[src/rtl/elevator_call_scheduler.sv]
// ---------------------------------------------------------------------------
// elevator_call_scheduler
//
// Collects per-floor call pulses into a pending-call register and chooses
// the next target floor with a SCAN (elevator sweep) policy. The chosen
// target goes to the car controller over a valid/ready handshake. The
// scheduler then waits for the car to arrive and times the door dwell at
// every served floor.
//
// Optional feature macro: DOOR_HOLD_EN
//   defined   -> adds input door_hold. While it is high in SERVICE, the door
//                dwell keeps reloading, so the door stays open.
//   undefined -> no door_hold port. The dwell is a fixed DOOR_CYCLES.
//
// Ports
//   clk           in   rising-edge clock
//   reset_n       in   asynchronous, active-low reset
//   call_req      in   one bit per floor, level sampled every edge
//   car_floor     in   current car floor from the car controller
//   car_arrived   in   1-cycle pulse: car has stopped at car_floor
//   target_ready  in   car controller accepts target_floor
//   door_hold     in   (DOOR_HOLD_EN only) keep the door open
//   target_valid  out  target_floor is valid and held stable
//   target_floor  out  floor to travel to
//   pending       out  registered outstanding calls
//   door_open     out  high during the service dwell
//   direction     out  00 idle, 01 up, 10 down
//   busy          out  high in any state other than IDLE
// ---------------------------------------------------------------------------
module elevator_call_scheduler #(
    parameter int NUM_FLOORS  = 4,
    parameter int FLOOR_W     = 2,
    parameter int DOOR_CYCLES = 4
) (
    input  logic                  clk,
    input  logic                  reset_n,
    input  logic [NUM_FLOORS-1:0] call_req,
    input  logic [FLOOR_W-1:0]    car_floor,
    input  logic                  car_arrived,
    input  logic                  target_ready,
`ifdef DOOR_HOLD_EN
    input  logic                  door_hold,
`endif
    output logic                  target_valid,
    output logic [FLOOR_W-1:0]    target_floor,
    output logic [NUM_FLOORS-1:0] pending,
    output logic                  door_open,
    output logic [1:0]            direction,
    output logic                  busy
);

    typedef enum logic [1:0] {
        IDLE,
        DISPATCH,
        MOVING,
        SERVICE
    } state_t;

    localparam logic [1:0] DIR_IDLE = 2'b00;
    localparam logic [1:0] DIR_UP   = 2'b01;
    localparam logic [1:0] DIR_DOWN = 2'b10;

    // A 1-cycle dwell still needs a one-bit counter.
    localparam int                 DWELL_W    = (DOOR_CYCLES > 1) ? $clog2(DOOR_CYCLES) : 1;
    localparam logic [DWELL_W-1:0] DWELL_LOAD = DWELL_W'(DOOR_CYCLES - 1);
    localparam logic [DWELL_W-1:0] DWELL_ONE  = DWELL_W'(1);

    state_t                state;
    state_t                state_next;
    logic [DWELL_W-1:0]    dwell;
    logic [DWELL_W-1:0]    dwell_nxt;
    logic [NUM_FLOORS-1:0] pending_nxt;
    logic                  target_valid_nxt;
    logic [FLOOR_W-1:0]    target_floor_nxt;
    logic                  door_open_nxt;
    logic [1:0]            direction_nxt;

    logic [NUM_FLOORS-1:0] car_onehot;
    logic                  at_car_floor;
    logic                  arrived_at_target;
    logic                  hold_active;
    logic                  up_found;
    logic                  dn_found;
    logic [FLOOR_W-1:0]    up_floor;
    logic [FLOOR_W-1:0]    dn_floor;
    logic [FLOOR_W-1:0]    scan_pick;

`ifdef DOOR_HOLD_EN
    assign hold_active = door_hold;
`else
    assign hold_active = 1'b0;
`endif

    assign car_onehot        = NUM_FLOORS'(1) << car_floor;
    assign at_car_floor      = |(pending & car_onehot);
    assign arrived_at_target = car_arrived && (car_floor == target_floor);
    assign busy              = (state != IDLE);

    // SCAN pick. Find the nearest pending floor strictly above and strictly
    // below the car. Keep sweeping in the current direction when possible,
    // otherwise reverse. An idle car prefers to go up. The car's own floor
    // is never pending here, because IDLE serves it in place.
    always_comb begin
        up_found = 1'b0;
        dn_found = 1'b0;
        up_floor = '0;
        dn_floor = '0;
        for (int i = NUM_FLOORS - 1; i >= 0; i--) begin
            if (pending[i] && (i > int'(car_floor))) begin
                up_found = 1'b1;
                up_floor = FLOOR_W'(i);
            end
        end
        for (int i = 0; i < NUM_FLOORS; i++) begin
            if (pending[i] && (i < int'(car_floor))) begin
                dn_found = 1'b1;
                dn_floor = FLOOR_W'(i);
            end
        end
        if (direction == DIR_DOWN) begin
            scan_pick = dn_found ? dn_floor : up_floor;
        end else begin
            scan_pick = up_found ? up_floor : dn_floor;
        end
    end

    // State register.
    always_ff @(posedge clk or negedge reset_n) begin
        if (!reset_n) begin
            state <= IDLE;
        end else begin
            state <= state_next;
        end
    end

    // Next-state logic. SERVICE leaves only once the dwell has expired and
    // nobody is holding the door.
    always_comb begin
        state_next = state;
        case (state)
            IDLE: begin
                if (pending != '0) begin
                    state_next = at_car_floor ? SERVICE : DISPATCH;
                end
            end
            DISPATCH: begin
                if (target_ready) begin
                    state_next = MOVING;
                end
            end
            MOVING: begin
                if (arrived_at_target) begin
                    state_next = SERVICE;
                end
            end
            SERVICE: begin
                if (!hold_active && (dwell == '0)) begin
                    state_next = IDLE;
                end
            end
            default: state_next = IDLE;
        endcase
    end

    // Output and datapath next values. The current floor is masked out of
    // the pending calls on the edge that enters SERVICE, so a clear wins
    // over a same-edge call. It stays masked while the door is open.
    // Direction is left untouched in SERVICE so the sweep continues.
    always_comb begin
        pending_nxt = pending | call_req;
        if ((state_next == SERVICE) || (state == SERVICE)) begin
            pending_nxt = pending_nxt & ~car_onehot;
        end
        target_valid_nxt = target_valid;
        target_floor_nxt = target_floor;
        door_open_nxt    = door_open;
        direction_nxt    = direction;
        dwell_nxt        = dwell;
        case (state)
            IDLE: begin
                if (pending == '0) begin
                    direction_nxt = DIR_IDLE;
                end else if (at_car_floor) begin
                    door_open_nxt = 1'b1;
                    dwell_nxt     = DWELL_LOAD;
                end else begin
                    target_floor_nxt = scan_pick;
                    target_valid_nxt = 1'b1;
                    direction_nxt    = (scan_pick > car_floor) ? DIR_UP : DIR_DOWN;
                end
            end
            DISPATCH: begin
                if (target_ready) begin
                    target_valid_nxt = 1'b0;
                end
            end
            MOVING: begin
                if (arrived_at_target) begin
                    door_open_nxt = 1'b1;
                    dwell_nxt     = DWELL_LOAD;
                end
            end
            SERVICE: begin
                if (hold_active) begin
                    dwell_nxt = DWELL_LOAD;
                end else if (dwell == '0) begin
                    door_open_nxt = 1'b0;
                end else begin
                    dwell_nxt = dwell - DWELL_ONE;
                end
            end
            default: ;
        endcase
    end

    // Datapath and output registers. Reset drops any handshake or dwell
    // that is in progress.
    always_ff @(posedge clk or negedge reset_n) begin
        if (!reset_n) begin
            pending      <= '0;
            target_valid <= 1'b0;
            target_floor <= '0;
            door_open    <= 1'b0;
            direction    <= DIR_IDLE;
            dwell        <= '0;
        end else begin
            pending      <= pending_nxt;
            target_valid <= target_valid_nxt;
            target_floor <= target_floor_nxt;
            door_open    <= door_open_nxt;
            direction    <= direction_nxt;
            dwell        <= dwell_nxt;
        end
    end

endmodule
[config.mk]
export PLATFORM = sky130hd
export DESIGN_NAME = elevator_call_scheduler
export DESIGN_NICKNAME = d
export VERILOG_FILES = /design/src/rtl/elevator_call_scheduler.sv
export SDC_FILE = /design/constraint.sdc
export NUM_CORES = 1
export LEC_CHECK = 0
export BUFFER_PORTS_ARGS = -buffer_cell sky130_fd_sc_hd__buf_4
export CAP_MARGIN = 20
export CORE_MARGIN = 2
export CORE_UTILIZATION = 54
export CTS_BUF_LIST = sky130_fd_sc_hd__clkbuf_2 sky130_fd_sc_hd__clkbuf_4 sky130_fd_sc_hd__clkbuf_8
export CTS_CLUSTER_DIAMETER = 100
export DETAILED_ROUTE_END_ITERATION = 8
export PLACE_DENSITY = 0.8
export SLEW_MARGIN = 5
export SYNTH_ARGS = -nofsm -noshare
export SYNTH_HDL_FRONTEND = slang
export SYNTH_SLANG_ARGS = --single-unit
[constraint.sdc]
create_clock -name clk -period 4.28 [get_ports clk]
set_clock_uncertainty 0.2 [all_clocks]
set_input_delay 0.214 -clock clk [delete_from_list [all_inputs] [get_ports clk]]
set_output_delay 0.214 -clock clk [all_outputs]
set_load 0.02 [all_outputs]
After elaboration in Yosys (flattened, before gate mapping)
Cells that the tools add are included.
Widths: inputs -> output; s select.
- muxes and demuxes: 38
- equal/unequal tests: 14
- $add $sub $neg: 1
- magnitude comparators: 7
- shifts and indexed selects: 1
- bitwise operators: 6
- reductions and logical operators: 21
- operators by type and width (cell ; count):
    $mux 2 ; 19
    $mux 1 ; 14
    $ne 2x2->1 const B ; 7
    $reduce_and 5->1 ; 2
    $and 4x4->4 ; 2
    $eq 2x2->1 const B ; 4
    $pmux 2 s4 ; 1
    $logic_and 1x1->1 ; 7
    $pmux 2 s3 ; 1
    $gt 2x2->1 const A ; 2
    $logic_not 2->1 ; 2
    $logic_not 4->1 ; 1
    $lt 1x2->1 const A ; 2
    $mux 4 ; 1
    $not 4->4 ; 1
    $or 4x4->4 ; 1
    $reduce_and 4->1 ; 1
    $reduce_bool 2->1 ; 2
    $reduce_bool 4->1 ; 1
    $reduce_or 4->1 ; 1
    $shl 1x2->4 const A ; 1
    $pmux 1 s3 ; 1
    $reduce_and 3->1 ; 1
    $reduce_bool 3->1 ; 1
    other kinds (11) ; 12
- flip-flop bits (word level): 14
- word-level logic and storage cells: 95
- output and inout port bits: 11
- input port bits: 10

Logic depth before layout (Yosys ltp)
Gate-level depths: netlist of the first run.
- depth in word-level cells: 11
- depth in mapped cells: 9
- mapped depth without buffers: 8

Least setup slack after synthesis of the first run
OpenSTA, ideal clock, no wires.
- kind: register to register
- start: register pending[2]
- end: register direction[1]
- buffers on the path: 0
- data required time: 4004 ps
- data arrival time: 1904 ps
- setup slack: 2100 ps
- period minus slack after synthesis: 2180 ps
- stages on the path, launching flop included: 9
- setup time: 76 ps
- path through: dfrtp_1 mux2i_1 a221o_1 a31oi_1 ha_1 nor2b_1 o21ai_0 nand2b_1 o21ai_1
- cells in the longest elaborated chain, start to end: 9
- elaborated cells between the ends (all ways): 20
- classes of those cells: order compare (1); eq/ne (1); mux (12); bitwise (1); reduce/logical (5)
- RTL lines (element ; line ; source):
    start: declaration ; 46 ; output logic [NUM_FLOORS-1:0] pending,
    start signal: assignment ; 227 ; pending <= pending_nxt;
    $logic_and 1x1->1 ; 109 ; if (pending[i] && (i > int'(car_floor))) begin
    $mux 2 / $mux 1 (equally long branches) (2 in series) ; 109 ;
    $mux 2, on equally long branches ; 123, 121 ;
    $mux 2 (*) ; 120 ; if (direction == DIR_DOWN) begin
    named net scan_pick[1] ; 86 ; logic [FLOOR_W-1:0] scan_pick;
    $gt 2x2->1 (*) ; 189 ; direction_nxt = (scan_pick > car_floor) ? DIR_UP : DIR_DOWN;
    $mux 2 (*) ; 189 ;
    $mux 2 (*) ; 183 ; end else if (at_car_floor) begin
    $mux 2 (*) ; 181 ; if (pending == '0) begin
    end signal: assignment ; 231 ; direction <= direction_nxt;
    end: declaration ; 48 ; output logic [1:0] direction,
Mark *: on every way through the listed nets, which the timed path passes. The rest lies on a longest branch. The select of a mux whose other input is x is not followed.
A chain may end at the register's enable or synchronous reset.

Final worst setup path of the first run
Ends and elaborated chain as after synthesis.

==> out/metrics.yaml, run 1 <==
critical_path:
  critPathCaptureType: "flip-flop"
  critPathKind: "reg -> reg"
  crit_slowest_cell: "dfrtp_1"
  crit_family: "compound AO/OA/AOI/OAI gates"
  required_ns: 4.28
  path_buf_inv: 0
  crit_chain: "mux2i_1 -> a221o_1 -> a31oi_1 -> ha_1 -> nor2b_1 -> o21ai_0 -> nand2b_1 -> o21ai_1"
  critPathMaxFanout: 9
  cp.arrival_ns: 2.26
  startpoint_type: "flip-flop"
  cp_slowest_stage_delay_ns: 0.51
synthesis:
  ys_warn_count: 0
  syn-instance-count: 96
  yosys-top-cells-count: "dfrtp_1, o21ai_0, nand2_1"
  synth-edff-count: 0
  synthesis.area_um2: 876
  avgSynthCellArea_um2: 9.12
  synth_top_cell_by_area: "dfrtp_1"
  synth_nets: 109
  synthTopCellsByArea: "dfrtp_1, o21ai_0, ha_1"
  ys_types: 36
  yosysMostFrequentCell: "dfrtp_1"
  netlist.area_leader.share: 0.400
  async_reset_ff_frac: 1.00
  synth_ff_type: "dfrtp_1"
  synth_seq_cells: 14
  ys_seq_area_frac: 0.400
global_route:
  grt_pass1_vias: 748
  grt-ovfl-total: 0
  grt_max_degree: 15
  grt_use_total: 0.231
  grt_pass1_wl_um: 3310
  antenna_found_initial: 0
layout:
  num_antenna_cells: 0
  stdcell_count: 133
  area_growth_pct: 20.0
  regArea_um2: 350
  multiInputGateArea_um2: 472
  n_fill_cell: 124
  fin_nets: 132
  layout-drive-gt1-share: 0.248
timing:
  finalSetupViolations: 0
  tightest_slew_ns: 0.533
  tns_ns: 0
  max_slew_margin: 0.641
  rsz0062_at_grt: "no"
  hold_viol: 0
  max_freq_mhz: 444
  slew_violations: 0
  final.min_clock_period_ns: 2.25
  fin_crit_sh: 0.526
floorplan:
  initial_core_util: 0.581
  die_x_um: 44.3
  fp-row-count: 14
  pin_count: 21
  coreArea_mm2: 0.00151
  die-area_mm2: 0.00196
  dieHeight_um: 44.3
drt:
  drt-total-wl_um: 1880
  route.detailed.drc: 0
  wl_per_cell_um: 14.1
  ant_nets: 0
  viasPerCell: 5.92
  first_pass_iters: 4
  via_count: 788
  drt_iter0_drc: 12
placed_design:
  place_congestion: 0.840
  dp.cells: 129
  port_buffers: 20
  dp_hpwl_um: 1410
flow_run:
  drv_cap: 0
cts:
  cts_made_buffers: 3
  cts.path.max_buffers: 2
  cts.sinks: 14
  cts_resized: 0
  cts_hold_buf: 1
  h-tree-depth: 1
  postCtsSetupBuffers: 0
  worstSkewPairLatency_ns: 0.28
  clk_pin_slew_ns: 0.08
  tritoncts: "done"
  root_buffer: "clkbuf_4"
power:
  vdd_drop_max_mv: 0.404
  finalPower_mw: 0.696
  power_density_mw_per_mm2: 662
  p_leak_nw: 0.480
run_status:
  status: "finished clean"
min_path:
  holdCritPathClass: "in -> reg"
==> state kept, by name, indices dropped and copies added, names as in the netlist <==
name / cells
door_open: 1
direction: 2
state: 2
pending: 4
dwell: 2
target_valid: 1
target_floor: 2
==> worst min-delay path: stages <==
cell	delay (ns)
buf_4	0.07
o21ai_0	0.06
a21oi_1	0.10
==> area by class of cell <==
class	instances	share of cell area
inverters	7	0.0250
clock buffers	3	0.0214
well taps	16	0.0190
flip-flops and latches	14	0.333
repair buffers	21	0.152
multi-input cells	72	0.449
==> report_power, final <==
group / switching, mW / internal [mW]
Sequential: 0.0778 / 0.192
Clock: 0.0413 / 0.0326
Combinational: 0.189 / 0.163
==> cells by family (layout without fill, tap and decap cells) <==
logic type      Yosys count  count (layout)  synth area share
compound gates           29              29             0.199
xor+xnor                  2               2            0.0200
fa+ha+maj                 3               3            0.0429
buf+inv                  10              31            0.0614
flops                    14              14             0.400
mux                       3               3            0.0500
simple gates             35              35             0.227
==> cells in the final DEF (no fill, tap or decap), types with 2 or more instances in the layout <==
cell type	netlist	routed
buf_4	0	20
dfrtp_1	14	14
o21ai_0	9	9
nand2_1	7	7
inv_1	6	6
nor2_1	5	5
a21oi_1	5	5
nor2b_1	4	4
nand3_1	4	4
o21ai_1	4	4
a22oi_1	3	3
ha_1	3	3
clkbuf_4	0	3
a31oi_1	2	2
xor2_1	2	2
nand2b_1	2	2
and3_1	2	2
o31ai_1	2	2
nor3_1	2	2
==> final timing paths <==
kind                                      start                        to  slack [ns]  cells past startpoint
max reg2reg                pending[2]$_DFF_PN0_  direction[1]$_DFFE_PN0P_        2.03                      8
max in group asynchronous               reset_n  direction[0]$_DFFE_PN0P_        3.58                      2
min                                 call_req[2]      pending[2]$_DFF_PN0_       0.009                      3
min in group asynchronous               reset_n        state[1]$_DFF_PN0_        0.13                      2
min reg2reg                dwell[0]$_DFFE_PN0P_      dwell[0]$_DFFE_PN0P_        0.31                      1
max                        pending[2]$_DFF_PN0_  direction[1]$_DFFE_PN0P_        2.03                      8
==> per-stage QoR <==
stage	setup slack [ns]	hold WS [ns]	area, um^2	utilization
CTS	2.03	0.00994	1050	0.698
finish	2.03	0.00938	1050	0.698
global placement	2.11	-0.128	1020	0.676
floorplan	2.10	-0.282	876	-
detailed placement	2.04	-0.125	1020	0.676
global route	1.74	0.0240	1050	0.698
==> layer usage <==
layer	wire length, um	vias to the layer above	global-route usage
li1	-	392	-
met1	867	372	0.308
met2	905	19	0.371
met3	71	5	0.0245
met4	37	0	0.115
met5	0	-	0
Power figures use the tool's default switching activity.
==> inputs of run 2 (changes only) <==
--- a/config.mk
+++ b/config.mk
@@ -5,6 +5,7 @@
 export SDC_FILE = /design/constraint.sdc
 export NUM_CORES = 1
 export LEC_CHECK = 0
+export ABC_AREA = 1
 export BUFFER_PORTS_ARGS = -buffer_cell sky130_fd_sc_hd__buf_4
 export CAP_MARGIN = 20
 export CORE_MARGIN = 2
@@ -12,7 +13,7 @@
 export CTS_BUF_LIST = sky130_fd_sc_hd__clkbuf_2 sky130_fd_sc_hd__clkbuf_4 sky130_fd_sc_hd__clkbuf_8
 export CTS_CLUSTER_DIAMETER = 100
 export DETAILED_ROUTE_END_ITERATION = 8
-export PLACE_DENSITY = 0.8
+export PLACE_DENSITY = 0.79
 export SLEW_MARGIN = 5
 export SYNTH_ARGS = -nofsm -noshare
 export SYNTH_HDL_FRONTEND = slang
==> constraint.sdc (replaced) <==
create_clock -name clk -period 2.09 [get_ports clk]
set_clock_uncertainty 0.2 [all_clocks]
set_input_delay 0.1045 -clock clk [delete_from_list [all_inputs] [get_ports clk]]
set_output_delay 0.1045 -clock clk [all_outputs]
set_load 0.02 [all_outputs]
==> run 2 against run 1 <==
Against the previous run: the flow now finishes with violations (hold timing); sequential power is 95% higher; final area is 19% higher; critical path type unchanged; die area is 10% higher; via count is 30% higher; combinational power increased to 3.0 times the previous value; critical endpoint is now pending[1]$_DFF_PN0_; maximum frequency is 13% higher; largest cell class unchanged; final cell count grew 52%; register-to-register slack got worse by 1.9 ns; synthesized cell count rose by 54%; non-clock buffer count grew 6; count of clock-buffer cells in the layout grew 1.
==> out/metrics.yaml, run 2 <==
timing:
  tns_ns: 0  # unchanged
  fin_hold_ws_ns: -0.00379  # -0.0132 ns
  rsz0062_at_grt: "no"
  max_freq_mhz: 502  # +13%
  slew_violations: 0  # unchanged
  final.min_clock_period_ns: 1.99  # -0.261 ns
  fin_crit_sh: 0.953  # +0.426
  finalSetupViolations: 0  # unchanged
  tightest_slew_ns: 0.503  # -0.0302 ns
  max_slew_margin: 0.661  # +0.0199
  hold_viol: 6  # +6
global_route:
  antenna_found_initial: 0  # unchanged
  grt_pass1_vias: 890  # +19%
  grt_max_degree: 15  # unchanged
  grt_pass1_wl_um: 3600  # +9.0%
  grt_use_total: 0.236  # +0.00548
  grt-ovfl-total: 0  # unchanged
synthesis:
  synth_seq_cells: 14  # unchanged
  yosys-top-cells-count: "nand2_1, inv_1, nor2_1"
  synth_ff_type: "dfrtp_1"
  synth_top_cell_by_area: "dfrtp_1"
  syn-instance-count: 148  # +54%
  netlist.area_leader.share: 0.359  # -0.0415
  ys_warn_count: 0  # unchanged
  synthTopCellsByArea: "dfrtp_1, nand2_1, inv_1"
  ys_seq_area_frac: 0.359  # -0.0415
  avgSynthCellArea_um2: 6.60  # -28%
  async_reset_ff_frac: 1.00  # unchanged
  synth_nets: 161  # +48%
  ys_types: 21  # -42%
  synth-edff-count: 0  # unchanged
  synthesis.area_um2: 977  # +12%
  yosysMostFrequentCell: "nand2_1"
critical_path:
  cp_slowest_stage_delay_ns: 0.54  # +0.03 ns
  critPathMaxFanout: 9  # unchanged
  critPathCaptureType: "flip-flop"
  critPathKind: "reg -> reg"
  reg2reg_to: "pending[1]$_DFF_PN0_"
  r2r_slack_ns: 0.1  # -1.93 ns
  rr_worst_depth: 9  # +1
  crit_slowest_cell: "dlygate4sd3_1"
  cp.arrival_ns: 1.97  # -0.29 ns
  reg2reg_from: "target_floor[1]$_DFFE_PN0P_"
  crit_chain: "inv_1 -> nand2_1 -> nand2_1 -> nand3_1 -> nand2_4 -> nand3_2 -> nand2_1 -> nand2_1 -> dlygate4sd3_1"
  crit_family: "simple AND/OR/NAND/NOR gates"
  path_buf_inv: 2  # +2
  crit_top_cell: "nand2_1"
  startpoint_type: "flip-flop"
  required_ns: 2.07  # -2.21 ns
layout:
  layout-drive-gt1-share: 0.198  # -0.0501
  fin_nets: 191  # +45%
  n_fill_cell: 134  # +8.1%
  largest_reg_flops: 4  # unchanged
  stdcell_count: 202  # +52%
  layout_common_cells: "nand2_1, inv_1, buf_4"
  area_growth_pct: 28.3
  layout_commonest_cell: "nand2_1"
  num_antenna_cells: 0  # unchanged
  final_core_util: 0.734  # +0.0364
  top_register: "pending"
floorplan:
  fp-row-count: 15  # +1
  dieHeight_um: 46.5  # +5.1%
  die-area_mm2: 0.00217  # +10%
  coreArea_mm2: 0.00171  # +13%
  initial_core_util: 0.572  # -0.00923
  die_x_um: 46.5  # +5.1%
  pin_count: 21  # unchanged
cts:
  clk_pin_slew_ns: 0.10  # +0.02 ns
  h-tree-depth: 1  # unchanged
  cts.path.max_buffers: 2  # unchanged
  postCtsSetupBuffers: 0  # unchanged
  tritoncts: "done"
  worstSkewPairLatency_ns: 0.28  # about the same
  root_buffer: "clkbuf_4"
  cts_made_buffers: 3  # unchanged
  cts.sinks: 14  # unchanged
drt:
  wl_per_cell_um: 11.5  # -19%
  drt_iter0_drc: 35  # +23
  viasPerCell: 5.06  # -15%
  route.detailed.drc: 0  # unchanged
  via_count: 1023  # +30%
  ant_nets: 0  # unchanged
  drt-total-wl_um: 2330  # +24%
  first_pass_iters: 4  # unchanged
power:
  vdd_drop_max_mv: 1.01  # +150%
  power_density_mw_per_mm2: 1430  # +120%
  p_leak_nw: 0.732  # +53%
  finalPower_mw: 1.79  # +160%
min_path:
  holdCritPathClass: "in -> async"
placed_design:
  dp_hpwl_um: 1780  # +26%
  place_congestion: 0.930  # +11%
  port_buffers: 20  # unchanged
  dp.cells: 191  # +48%
flow_run:
  drv_cap: 0  # unchanged
run_status:
  status: "finished with violations"
  violations: "hold timing"
==> run 2: changes by cell type in the layout (fill, tap and decap cells not counted), moves of 5 or more <==
cell	change
nor2_1	+10
nand2_1	+44
o21ai_0	-5
inv_1	+22
dlygate4sd3_1	+6
nand4_1	+7
==> run 2: report_power, final <==
group          switching [mW]  total, mW  internal, mW
clock network          0.0964      0.202         0.106
logic                   0.634       1.06         0.425
registers               0.121      0.527         0.406
==> run 2: worst max path at each step <==
| stage | from | to | slack, ns | cells past startpoint |
|---|---|---|---|---|
| 4_1_cts | target_floor[1]$_DFFE_PN0P_ | pending[1]$_DFF_PN0_ | 0.05 | 9 |
| 5_1_grt | target_floor[1]$_DFFE_PN0P_ | pending[1]$_DFF_PN0_ | 0.004 | 9 |
| 6_report | target_floor[1]$_DFFE_PN0P_ | pending[1]$_DFF_PN0_ | 0.1 | 9 |
| 2_1_floorplan | pending[1]$_DFF_PN0_ | direction[1]$_DFFE_PN0P_ | 0.21 | 11 |
| 3_5_place_dp | pending[2]$_DFF_PN0_ | direction[1]$_DFFE_PN0P_ | 0.15 | 11 |
| 3_3_place_gp | pending[2]$_DFF_PN0_ | direction[1]$_DFFE_PN0P_ | 0.26 | 9 |
==> run 2: routing by layer <==
layer  share of wire  vias up  routed length (um)  track usage
met5               0        -                   0            0
met4          0.0090        0                  21       0.0857
met3           0.061        4                 143       0.0314
met2            0.50       34                1170        0.403
met1            0.42      470                 988        0.301
li1                -      515                   -            -
==> run 2: cell families (layout without fill, tap and decap cells) <==
group                      Yosys count  in the layout  synth area share
and+or+nand+nor                     89             89             0.406
buffers and inverters               32             61             0.141
DFF                                 14             14             0.359
adders and majority gates            3              3            0.0384
AOI/OAI and AO/OA                   10             10            0.0563
==> run 2: stage by stage <==
step | instance area, um^2 | worst slack [ns]
2_1_floorplan | 977 | 0.210
3_3_place_gp | 1140 | 0.258
3_5_place_dp | 1140 | 0.151
4_1_cts | 1240 | 0.0546
5_1_grt | 1250 | 0.00431
6_report | 1250 | 0.0988
==> run 2: repair_timing <==
item                                   in CTS  in global routing
setup endpoints to repair                   0                  2
hold buffers                                7                  0
endpoints found under the hold margin      21                  0
gates resized for setup                     0                  4
==> run 2: area by class of cell <==
type	instances	area (um^2)	area share
clock buffer	4	36.3	0.0289
inverter	30	115	0.0918
multi-input combinational	102	499	0.398
sequential	14	352	0.280
tap	25	31.3	0.0250
timing repair buffer	27	220	0.176
==> run 2: worst reg2reg max path, stage by stage (launching register included) <==
cell and delay [ns]:
dfrtp_1 0.42, inv_1 0.07, nand2_1 0.05, nand2_1 0.06, nand3_1 0.16, nand2_4 0.17
nand3_2 0.12, nand2_1 0.08, nand2_1 0.04, dlygate4sd3_1 0.54
